[src/rtl/ame_line_feeder.sv]
// Ping-pong 6x6 window buffer feeding the AME Sobel compute stage.
// Rows are loaded into alternating banks, and each full bank is replayed as six lines (rows or columns).
//
// state  | meaning
// -------+-----------------------------------------------------------
// S_IDLE | waiting for the read bank to become full
// S_INIT | start pulse to the compute stage, lines follow next cycle
// S_SEND | driving line r_cnt of the read bank
module ame_line_feeder #(
  parameter int LINE_DATA_BITS = 7
) (
  input  logic                        clk_i,
  input  logic                        rst_i,
  input  logic                        in_valid_i,
  output logic                        in_ready_o,
  input  logic [6*LINE_DATA_BITS-1:0] in_data_i,
  input  logic                        in_dir_i,
  output logic                        comp_init_o,
  output logic [6*LINE_DATA_BITS-1:0] line_data_o,
  input  logic                        comp_done_i,
  output logic                        busy_o
);

  localparam int LW = 6 * LINE_DATA_BITS;

  typedef enum logic [1:0] {S_IDLE, S_INIT, S_SEND} state_t;

  state_t        r_state;
  logic [LW-1:0] r_mem [2][6];
  logic [1:0]    r_full;
  logic [1:0]    r_dir;
  logic          r_wr_bank;
  logic          r_rd_bank;
  logic [2:0]    r_wr_row;
  logic [2:0]    r_cnt;
  logic [1:0]    r_outst;

  logic w_accept;
  logic w_last_line;
  logic w_next_full;
  logic w_done_eff;

  assign in_ready_o  = !r_full[r_wr_bank];
  assign w_accept    = in_valid_i && in_ready_o;
  assign w_next_full = r_full[~r_rd_bank];
  assign w_last_line = (r_state == S_SEND) && (r_cnt == 3'd5);
  assign comp_init_o = (r_state == S_INIT) || (w_last_line && w_next_full);
  assign w_done_eff  = comp_done_i && (r_outst != 2'd0);
  assign busy_o      = (|r_full) || (r_state != S_IDLE) || (r_outst != 2'd0) || (r_wr_row != 3'd0);

  // Pixel storage carries no reset; the full flags alone decide what is valid.
  always_ff @(posedge clk_i) begin
    if (w_accept) begin
      r_mem[r_wr_bank][r_wr_row] <= in_data_i;
    end
  end

  always_ff @(posedge clk_i) begin
    if (rst_i) begin
      r_state   <= S_IDLE;
      r_cnt     <= 3'd0;
      r_full    <= 2'b00;
      r_dir     <= 2'b00;
      r_wr_bank <= 1'b0;
      r_rd_bank <= 1'b0;
      r_wr_row  <= 3'd0;
      r_outst   <= 2'd0;
    end else begin
      if (w_accept) begin
        if (r_wr_row == 3'd0) begin
          r_dir[r_wr_bank] <= in_dir_i;
        end
        if (r_wr_row == 3'd5) begin
          r_full[r_wr_bank] <= 1'b1;
          r_wr_bank         <= ~r_wr_bank;
          r_wr_row          <= 3'd0;
        end else begin
          r_wr_row <= r_wr_row + 3'd1;
        end
      end

      case (r_state)
        S_IDLE: begin
          if (r_full[r_rd_bank]) begin
            r_state <= S_INIT;
          end
        end
        S_INIT: begin
          r_state <= S_SEND;
          r_cnt   <= 3'd0;
        end
        S_SEND: begin
          if (r_cnt != 3'd5) begin
            r_cnt <= r_cnt + 3'd1;
          end else begin
            // Partner bank already full: chain straight into its line 0.
            r_full[r_rd_bank] <= 1'b0;
            r_rd_bank         <= ~r_rd_bank;
            r_cnt             <= 3'd0;
            if (!w_next_full) begin
              r_state <= S_IDLE;
            end
          end
        end
        default: r_state <= S_IDLE;
      endcase

      case ({comp_init_o, w_done_eff})
        2'b10:   r_outst <= r_outst + 2'd1;
        2'b01:   r_outst <= r_outst - 2'd1;
        default: r_outst <= r_outst;
      endcase
    end
  end

  always_comb begin
    line_data_o = '0;
    if (r_state == S_SEND) begin
      for (int i = 0; i < 6; i++) begin
        if (r_dir[r_rd_bank]) begin
          line_data_o[i*LINE_DATA_BITS +: LINE_DATA_BITS] =
            r_mem[r_rd_bank][i[2:0]][int'(r_cnt)*LINE_DATA_BITS +: LINE_DATA_BITS];
        end else begin
          line_data_o[i*LINE_DATA_BITS +: LINE_DATA_BITS] =
            r_mem[r_rd_bank][r_cnt][i*LINE_DATA_BITS +: LINE_DATA_BITS];
        end
      end
    end
  end

endmodule

[config.mk]
export PLATFORM = sky130hd
export DESIGN_NAME = ame_line_feeder
export DESIGN_NICKNAME = d
export VERILOG_FILES = /design/src/rtl/ame_line_feeder.sv
export SDC_FILE = /design/constraint.sdc
export NUM_CORES = 1
export LEC_CHECK = 0
export BUFFER_PORTS_ARGS = -buffer_cell sky130_fd_sc_hd__buf_4
export CORE_MARGIN = 2
export CORE_UTILIZATION = 62
export CTS_BUF_LIST = sky130_fd_sc_hd__clkbuf_16
export CTS_CLUSTER_DIAMETER = 120
export DETAILED_ROUTE_END_ITERATION = 12
export PLACE_DENSITY_LB_ADDON = 0.2
export SETUP_SLACK_MARGIN = 0.3
export SYNTH_ARGS = -nofsm -noshare
export SYNTH_HDL_FRONTEND = slang
export SYNTH_SLANG_ARGS = --single-unit
[constraint.sdc]
create_clock -name clk_i -period 6.24 [get_ports clk_i]
set_input_delay 0.312 -clock clk_i [delete_from_list [all_inputs] [get_ports clk_i]]
set_output_delay 0.312 -clock clk_i [all_outputs]
set_load 0.02 [all_outputs]
Yosys cells after proc, flatten, opt, wreduce, memory -nomap -nowiden

Memory sizes are Yosys's and may differ from the RTL's. A register that Yosys moved wholly into a read port is not among the register bits.
Index checks and enable logic that the tools add are counted.

Memories: 1
Output and inout port bits: 45
Bits of input ports: 47
Memory bits (writable): 504
Logic and storage cells: 112
Bits in registers: 16

Eq/ne operators: 10
Bitwise operators: 8
$mul: 1
Shift operators: 6
Add/subtract/negate cells: 4
Reductions and logical operators: 24
Multiplexer cells: 42
Magnitude comparators: 8

Memories:

| memory | words | bits a word | rd ports | clocked after memory_dff | wr ports | line | source |
|---|---|---|---|---|---|---|---|
| r_mem  | 2     | 252         | 1        | 1                        | 1        | 29   | `logic [LW-1:0] r_mem [2][6];` |

Operators by type and width:

| operator            | count |
|---|---|
| $mux 252            | 1 |
| $shiftx 42x32->7    | 5 |
| $mux 42             | 4 |
| $bmux 42 s3         | 1 |
| $demux 42 s3        | 1 |
| $mux 7              | 6 |
| $shiftx 42x7->7     | 1 |
| $mux 2              | 8 |
| $mux 1              | 13 |
| $ge 4x4->1 const B  | 2 |
| $not 3->4           | 2 |
| $reduce_bool 2->1   | 4 |
| $logic_and 1x1->1   | 7 |
| $add 3x1->3 const B | 2 |
| $eq 3x3->1 const B  | 2 |
| $lt 1x2->1 const B  | 3 |
| $mul 3x3->6 const B | 1 |
| $mux 3              | 2 |
| $ne 2x2->1 const B  | 3 |
| $pmux 2 s3          | 1 |
| $pmux 3 s2          | 1 |
| $reduce_and 2->1    | 3 |
| $eq 2x1->1 const B  | 2 |
| $eq 2x2->1 const B  | 2 |
| other kinds (19)    | 26 |

Logic depth before layout (Yosys ltp)

Gate-level depths: netlist of run 1.

Depth in word-level cells: 11
Gate-level depth with buffers: 10
Gate-level depth less buffers: 8

Worst setup path after synthesis of run 1

Ideal clock, no wire load.

Path type: flip-flop to flip-flop
Start: register r_wr_bank
End: memory r_mem[0][126] (netlist bit) (enable)
Path buffers: 1
Clock period less this slack: 5684 ps
Stages on the path, launching flop included: 5
Library setup time: 546 ps
Data required time: 5694 ps
Arrival: 5138 ps
Slack: 556 ps
Path through: dfxtp_1 -> buf_2 -> mux2i_4 -> nand2_1 -> nor4_1

Word-level cells in the longest chain between the ends: 6

RTL lines:

| what                                       | line | source |
|---|---|---|
| from (decl)                                | 32   | `logic r_wr_bank;` |
| from (signal assigned)                     | 75   | `r_wr_bank <= ~r_wr_bank;` |
| $mux 1 (implied by the code) (2 in series) | 43   | `assign in_ready_o = !r_full[r_wr_bank];` |
| $logic_not 1->1                            | 43   |  |
| net in_ready_o                             | 15   | `output logic in_ready_o,` |
| $logic_and 1x1->1                          | 44   | `assign w_accept = in_valid_i && in_ready_o;` |
| $mux 1                                     | 53   | `if (w_accept) begin` |
| $mux 252 (implied by the code)             | 54   | `r_mem[r_wr_bank][r_wr_row] <= in_data_i;` |
| to (decl)                                  | 29   |  |

The timed path passes the listed nets, and every way through them passes these cells. The select of a mux whose other input is x is not followed.

Worst setup path after layout of run 1

Start: register r_cnt[1]
End: output port line_data_o[19]

Word-level cells in the longest chain between the ends: 6
Elaborated cells on any way between the ends: 8
Classes of those cells: mul: 1; shift: 1; mux: 5; bitwise: 1

RTL lines:

| what                                                                | line | source |
|---|---|---|
| from (decl)                                                         | 35   | `logic [2:0] r_cnt;` |
| from (signal assigned)                                              | 94   | `r_cnt <= r_cnt + 3'd1;` |
| parallel branches: the longest is 4 deep, another holds $mul 3x3->6 | n/a  |  |
| $mux 7 *                                                            | 120  | `if (r_dir[r_rd_bank]) begin` |
| $mux 42 *                                                           | 118  | `if (r_state == S_SEND) begin` |
| to (decl)                                                           | 19   | `output logic [6*LINE_DATA_BITS-1:0] line_data_o,` |

Mark *: on every way between the ends. The select of a mux whose other input is x is not followed.

==> key figures, run 1 <==
Cells and area
  – Multi-input gate area: 6980 um^2
  – Layout Area Growth over Synthesis: 11.6%
  – Share of cells above drive strength 1: 0.194
  – Final nets: 1,579
  – Filler cell count in the final layout: 2,341
  – FF+latch area: 15,500 um^2
  – Finished Layout Cells: 2,032

Setup path
  – Worst R2R End: r_mem[1][35]
  – Crit-path slowest cell: nand2_1
  – CP Max Fanout: 24
  – FF-to-FF path depth: 5
  – CP peak stage delay: 0.69 ns
  – Cell chain of the critical path: inv_2, buf_4, nand2_1, o21ai_0, nor3_1, o32ai_1, buf_4
  – CP arrival: 3.61 ns
  – CP endpoint kind: output port
  – Required @ worst endpoint: 5.93 ns
  – Startpoint types: flop
  – Origin of the critical flop-to-flop path: r_wr_bank
  – CP most frequent cell: buf_4
  – R2R Setup Slk: 2.93 ns
  – Crit path kind: reg2out

Synthesis
  – Mapped Avg Cell Area: 16.1 um^2
  – Post-synthesis async set-or-reset flop share: 0
  – Main synth FF type: edfxtp_1
  – Register area share after synthesis: 0.669
  – Syn Inst Count: 1,438
  – Synth Register Bits: 521
  – Post-synth cell types: 64
  – Syn Nets: 1,489
  – Post-synthesis cell area: 23,100 um^2
  – Ys Warns: 0
  – Post-synth EDFFs: 504

Floorplanning
  – Site Rows: 70
  – Die width: 197 um
  – Die footprint: 38,800 um^2
  – Starting density of the core: 0.630
  – Die Height: 197 um
  – Core ar.: 36,700 um^2
  – Num ports: 92

Placed design
  – PortBufs: 91
  – Placed instance count: 1,919
  – Post-DP HPWL: 31.1 mm
  – Final GP Congestion: 0.798

Detailed routing
  – Number of routed nets with antenna violations: 0
  – Iteration-0 DRC Markers: 1,591
  – Routed wire length: 56.2 mm
  – Vias: 13,901
  – Drt pass-1 iters: 7
  – Remaining DRCs: 0
  – Vias per std cell: 6.84
  – WL/cell: 27.6 um

Timing
  – Hold_ws: 0.0152 ns
  – Setup Skew: 0.0103 ns
  – Final Max Slew Viols: 0
  – Fmax: 255 MHz
  – Slew margin rel.: 0.260
  – Final worst-path cycle share: 0.629
  – RSZ-0062 raised after global routing: false
  – Final setup violation count: 0
  – Worst-Margin Slew: 1.11 ns
  – Post-layout minimum cycle time: 3.93 ns
  – Final Hold Vio Count: 0
  – Setup tns final: 0 ns

CTS
  – CTS tree: built
  – Clk sinks: 521
  – Post-CTS resize count: 0
  – CTS Buf Count: 51
  – Clock Root Buffer: clkbuf_16
  – H-tree depth: 2
  – CTS clk-pin slew, worst paths: 0.06 ns
  – Clock buffer depth: 3
  – Worst-Skew Late Latency: 0.58 ns

Run status
  – Status: completed

Pwr
  – VDD IR max: 0.000236 V
  – Total power: 7.05 mW
  – Power per cell area: 273 nW/um^2
  – Leakage power: 8.13 nW

Hold path
  – Hold Path Cell Cnt: 1
  – Hold path start: in_data_i[29]
  – Hold Path Sink: r_mem[1][29]
  – Hold Crit Class: in2reg

GRT
  – Initial antenna violation count: 1
  – Pin count of the biggest net entering global routing: 103
  – Global-route wire length before repair: 83.9 mm
  – Vias in the first global route: 13,806
  – Grt ovf: 0
  – GRT Total Usage: 0.294

Run
  – Max_cap viols: 0
per-layer routing:
metal / global-route usage / vias up / part of all wire
met2: 0.492 / 799 / 0.50
met1: 0.405 / 7007 / 0.39
met5: 0 / - / 0
met3: 0.0386 / 134 / 0.088
met4: 0.0980 / 0 / 0.026
li1: - / 5961 / -
cells in the final DEF (no fill, tap or decap), drive strengths merged, types with 7 or more instances in the layout:
master / instances
a21oi: 69
a311oi: 7
a211oi: 54
a31oi: 18
mux2: 23
and2: 7
dlygate4sd3: 24
clkbuf: 53
nand3: 15
o21ai: 38
o32ai: 12
inv: 22
o22ai: 25
dfxtp: 17
nor2b: 22
mux4: 86
mux2i: 156
nor3: 14
clkinv: 20
buf: 121
edfxtp: 504
nor2: 63
o221ai: 17
nand2: 95
nand2b: 9
registers in the layout (all words and copies together) (netlist names), named ones only:
| name | cells |
|---|---|
| r_cnt | 3 |
| r_dir | 2 |
| r_full | 2 |
| r_mem | 504 |
| r_outst | 2 |
| r_rd_bank | 1 |
| r_state | 2 |
| r_wr_bank | 1 |
| r_wr_row | 3 |
worst max-delay path, delay by kind of cell, from the launching register on:
kind                   cells  cell delay, ns
buffers and inverters      3            1.01
AO/OA/AOI/OAI              2            0.93
flip-flops                 1            0.32
AND/OR/NAND/NOR            2            0.76
cells in the mapped netlist (all sizes together), types with 5 or more instances:
cell type / count / area [um^2]
a21oi: 69 / 345
clkbuf: 35 / 131
inv: 9 / 33.8
mux2: 23 / 263
nand3: 15 / 80.1
nand2: 95 / 357
nor2b: 22 / 138
nor4: 6 / 43.8
dfxtp: 17 / 340
nand2b: 9 / 56.3
a31oi: 18 / 113
o21ai: 38 / 190
nor3: 14 / 70.1
o31ai: 5 / 37.5
o32ai: 12 / 105
mux2i: 156 / 1580
o221ai: 17 / 149
edfxtp: 504 / 15100
a311oi: 7 / 61.3
buf: 73 / 596
and2: 7 / 43.8
mux4: 86 / 1940
o22ai: 25 / 156
nor2: 63 / 236
a211oi: 54 / 405
and3: 5 / 31.3
o311ai: 5 / 43.8
how the worst max path moves through the flow:
stage,from,end,slack (ns),cells after the start
floorplan,r_wr_bank,r_mem[0][126],0.56,4
global placement,r_wr_bank,r_mem[0][10],3.01,5
detailed placement,r_wr_bank,r_mem[1][3],2.93,5
CTS,r_cnt[1],line_data_o[19],2.37,7
global route,r_cnt[1],line_data_o[19],2.21,7
finish,r_cnt[1],line_data_o[19],2.31,7
what timing repair did:
action,4_1_cts,5_1_grt
buffers inserted,0,0
endpoints found under the hold margin,205,0
hold buffers,24,0
kinds of logic after synthesis:
kind of cell | Yosys count | share of synthesized area
and+or+nand+nor | 243 | 0.0482
muxes | 265 | 0.163
AOI/OAI and AO/OA | 283 | 0.0821
adders and majority gates | 4 | 0.00217
buffers and inverters | 117 | 0.0329
DFF | 521 | 0.669
xor gates and xnor gates | 5 | 0.00189
power by group:
group | internal, mW | switching, mW
combinational | 0.117 | 0.188
clock | 1.60 | 1.24
sequential | 3.89 | 0.0192
area by class of cell:
class                   instances  area share
flip-flops and latches        521       0.600
multi-input cells             800       0.271
clock buffers                  53      0.0514
repair buffers                145      0.0460
well taps                     468      0.0227
clock inverters                35     0.00747
inverters                       9     0.00136
diodes                          1   0.0000970
stage by stage:
step / instance area [um^2] / setup WS [ns] / utilization
after floorplan: 23100 / 0.556 / -
after global placement: 24000 / 3.01 / 0.655
after detailed placement: 24000 / 2.93 / 0.655
after CTS: 25800 / 2.37 / 0.703
after global routing: 25800 / 2.21 / 0.703
final: 25800 / 2.31 / 0.703
(Power assumes the default switching activity.)
==> run 2: changes to the inputs <==
--- a/config.mk
+++ b/config.mk
@@ -7,7 +7,7 @@
 export LEC_CHECK = 0
 export BUFFER_PORTS_ARGS = -buffer_cell sky130_fd_sc_hd__buf_4
 export CORE_MARGIN = 2
-export CORE_UTILIZATION = 62
+export CORE_UTILIZATION = 56
 export CTS_BUF_LIST = sky130_fd_sc_hd__clkbuf_16
 export CTS_CLUSTER_DIAMETER = 120
 export DETAILED_ROUTE_END_ITERATION = 12
==> constraint.sdc (replaced) <==
create_clock -name clk_i -period 3.4 [get_ports clk_i]
set_input_delay 0.17 -clock clk_i [delete_from_list [all_inputs] [get_ports clk_i]]
set_output_delay 0.17 -clock clk_i [all_outputs]
set_load 0.02 [all_outputs]
==> run 2 against run 1 <==
  * Hold slack gained 0.055 ns
  * Clock power grew 91%
  * Non-clock buffer count grew 59
  * Clock skew grew 0.0018 ns
  * Largest power group unchanged
  * Sequential share of layout area shrank 2.3 points
==> key figures, run 2 (synthesis gave the netlist of run 1 again) <==
GRT
  – Pin count of the biggest net entering global routing: 70
  – Initial antenna violation count: 1
  – Vias in the first global route: 14,079
  – Met1 usage: 0.365
  – GRT Max-Usage Layer: met2
  – GRT Total Usage: 0.265
  – Grt ovf: 0
  – Met3 GRT Util: 0.0518
  – Grt met2 use: 0.424
  – Global-route wire length before repair: 85.9 mm

Cells and area
  – Finished Layout Cells: 2,167
  – Final non-filler cell area: 26,800 um^2
  – Biggest register: r_mem
  – Layout Area Growth over Synthesis: 16.1%
  – Max FFs per register: 504
  – Commonest non-fill, non-tap cell in the layout: edfxtp_1
  – Fin util: 0.657
  – Final nets: 1,641
  – Biggest registers after layout: r_mem (504), r_cnt (3), r_wr_row (3)
  – Share of cells above drive strength 1: 0.215
  – Most frequent cells in the layout: edfxtp_1, mux2i_1, buf_4, nand2_1, mux4_2
  – ANT cells: 0

Floorplanning
  – Starting density of the core: 0.566
  – Num ports: 92
  – Site Rows: 74
  – Die width: 207 um
  – Die footprint: 42,900 um^2
  – Die Height: 207 um
  – Core ar.: 40,800 um^2

Detailed routing
  – Number of routed nets with antenna violations: 0
  – WL/cell: 26.9 um
  – Drt pass-1 iters: 6
  – Routed wire length: 58.3 mm
  – Vias: 14,190
  – Vias per std cell: 6.55
  – Remaining DRCs: 0
  – Iteration-0 DRC Markers: 1,609

Timing
  – Worst-Margin Slew: 0.685 ns
  – Final setup violation count: 0
  – Post-layout minimum cycle time: 3.06 ns
  – Setup Skew: 0.0121 ns
  – Setup slack after layout: 0.343 ns
  – Fmax: 327 MHz
  – Final worst-path cycle share: 0.899
  – Setup tns final: 0 ns
  – RSZ-0062 raised after global routing: true
  – Final Hold Vio Count: 0
  – Slew margin rel.: 0.542
  – Final Max Slew Viols: 0

Hold path
  – Hold Crit Class: in2reg

Setup path
  – Required @ worst endpoint: 3.23 ns
  – Startpoint types: flop
  – Crit path kind: reg2out
  – CP Max Fanout: 24
  – CP endpoint kind: output port
  – CP arrival: 2.89 ns

Placed design
  – PortBufs: 91
  – Post-DP HPWL: 33.8 mm
  – Placed instance count: 2,014
  – Placed inst area: 24,600 um^2
  – Final GP Congestion: 0.840
  – Pre-CTS setup slack: 0.713 ns

CTS
  – Clock Root Buffer: clkbuf_16
  – CTS clk-pin slew, worst paths: 0.06 ns
  – Clock buffer depth: 3
  – Worst-Skew Late Latency: 0.60 ns
  – CTS Buf Count: 53
  – CTS tree: built
  – Clk sinks: 521
  – H-tree depth: 2

Pwr
  – VDD IR max: 0.000385 V
  – Power per cell area: 493 nW/um^2
  – Leakage power: 8.55 nW

Run
  – Max_cap viols: 0

Run status
  – Status: completed
## run 2: cell count changes in the layout (fill, tap and decap cells not counted), moves of 3 or more
cell and delta:
buf_4 +16, dlygate4sd3_1 +20, clkbuf_16 +3, nor3_2 -3, nor3_4 +3, buf_12 +20, clkinv_1 +4
## run 2: power by group
group / internal, mW / leakage [nW] / total [mW] / switching (mW)
Clock: 3.06 / 0.853 / 5.43 / 2.37
Combinational: 0.253 / 3.00 / 0.622 / 0.369
Sequential: 7.14 / 4.70 / 7.17 / 0.0368
## run 2: critical path: stages (launching register included)
cell	delay, ns
dfxtp_4	0.46
mux2i_4	0.39
buf_12	0.26
buf_4	0.26
mux4_2	0.31
a21oi_1	0.21
o22ai_1	0.18
buf_4	0.20
## run 2: worst paths after layout
kind              start  cells past startpoint               to  slack (ns)
max           r_rd_bank                      7  line_data_o[32]        0.34
min          in_valid_i                      4      r_wr_row[1]        0.07
max reg2reg   r_wr_bank                      5     r_mem[0][12]        0.70
min reg2reg  r_state[1]                      2       r_state[1]        0.49
## run 2: final cells by class
type	instances	area, um^2
Sequential cell	521	15500
Fill cell	2824	14000
Multi-Input combinational cell	801	7050
Timing Repair Buffer	204	1970
Clock buffer	55	1380
Tap cell	532	666
Clock inverter	45	248
Inverter	9	35.0
## run 2: per-stage QoR
stage / power [mW] / hold slack [ns]
6_report: 13.2 / 0.0698
5_1_grt: 13.6 / 0.0994
4_1_cts: 13.3 / 0.0515
3_5_place_dp: 7.87 / 0.431
3_3_place_gp: 7.85 / 0.421
2_1_floorplan: 7.61 / 0.269
## run 2: what timing repair did
action | 4_1_cts | 5_1_grt
hold buffers | 44 | 0
hold endpoints to repair | 521 | 0
cloned | 0 | 2
endpoints found under the setup margin | 31 | 13
setup buffers | 1 | 6
gates resized for setup | 4 | 3
## run 2: metal layers
layer	up-vias	share of wire
met5	-	0
li1	6115	-
met4	0	0.035
met1	7162	0.39
met2	777	0.48
met3	136	0.096
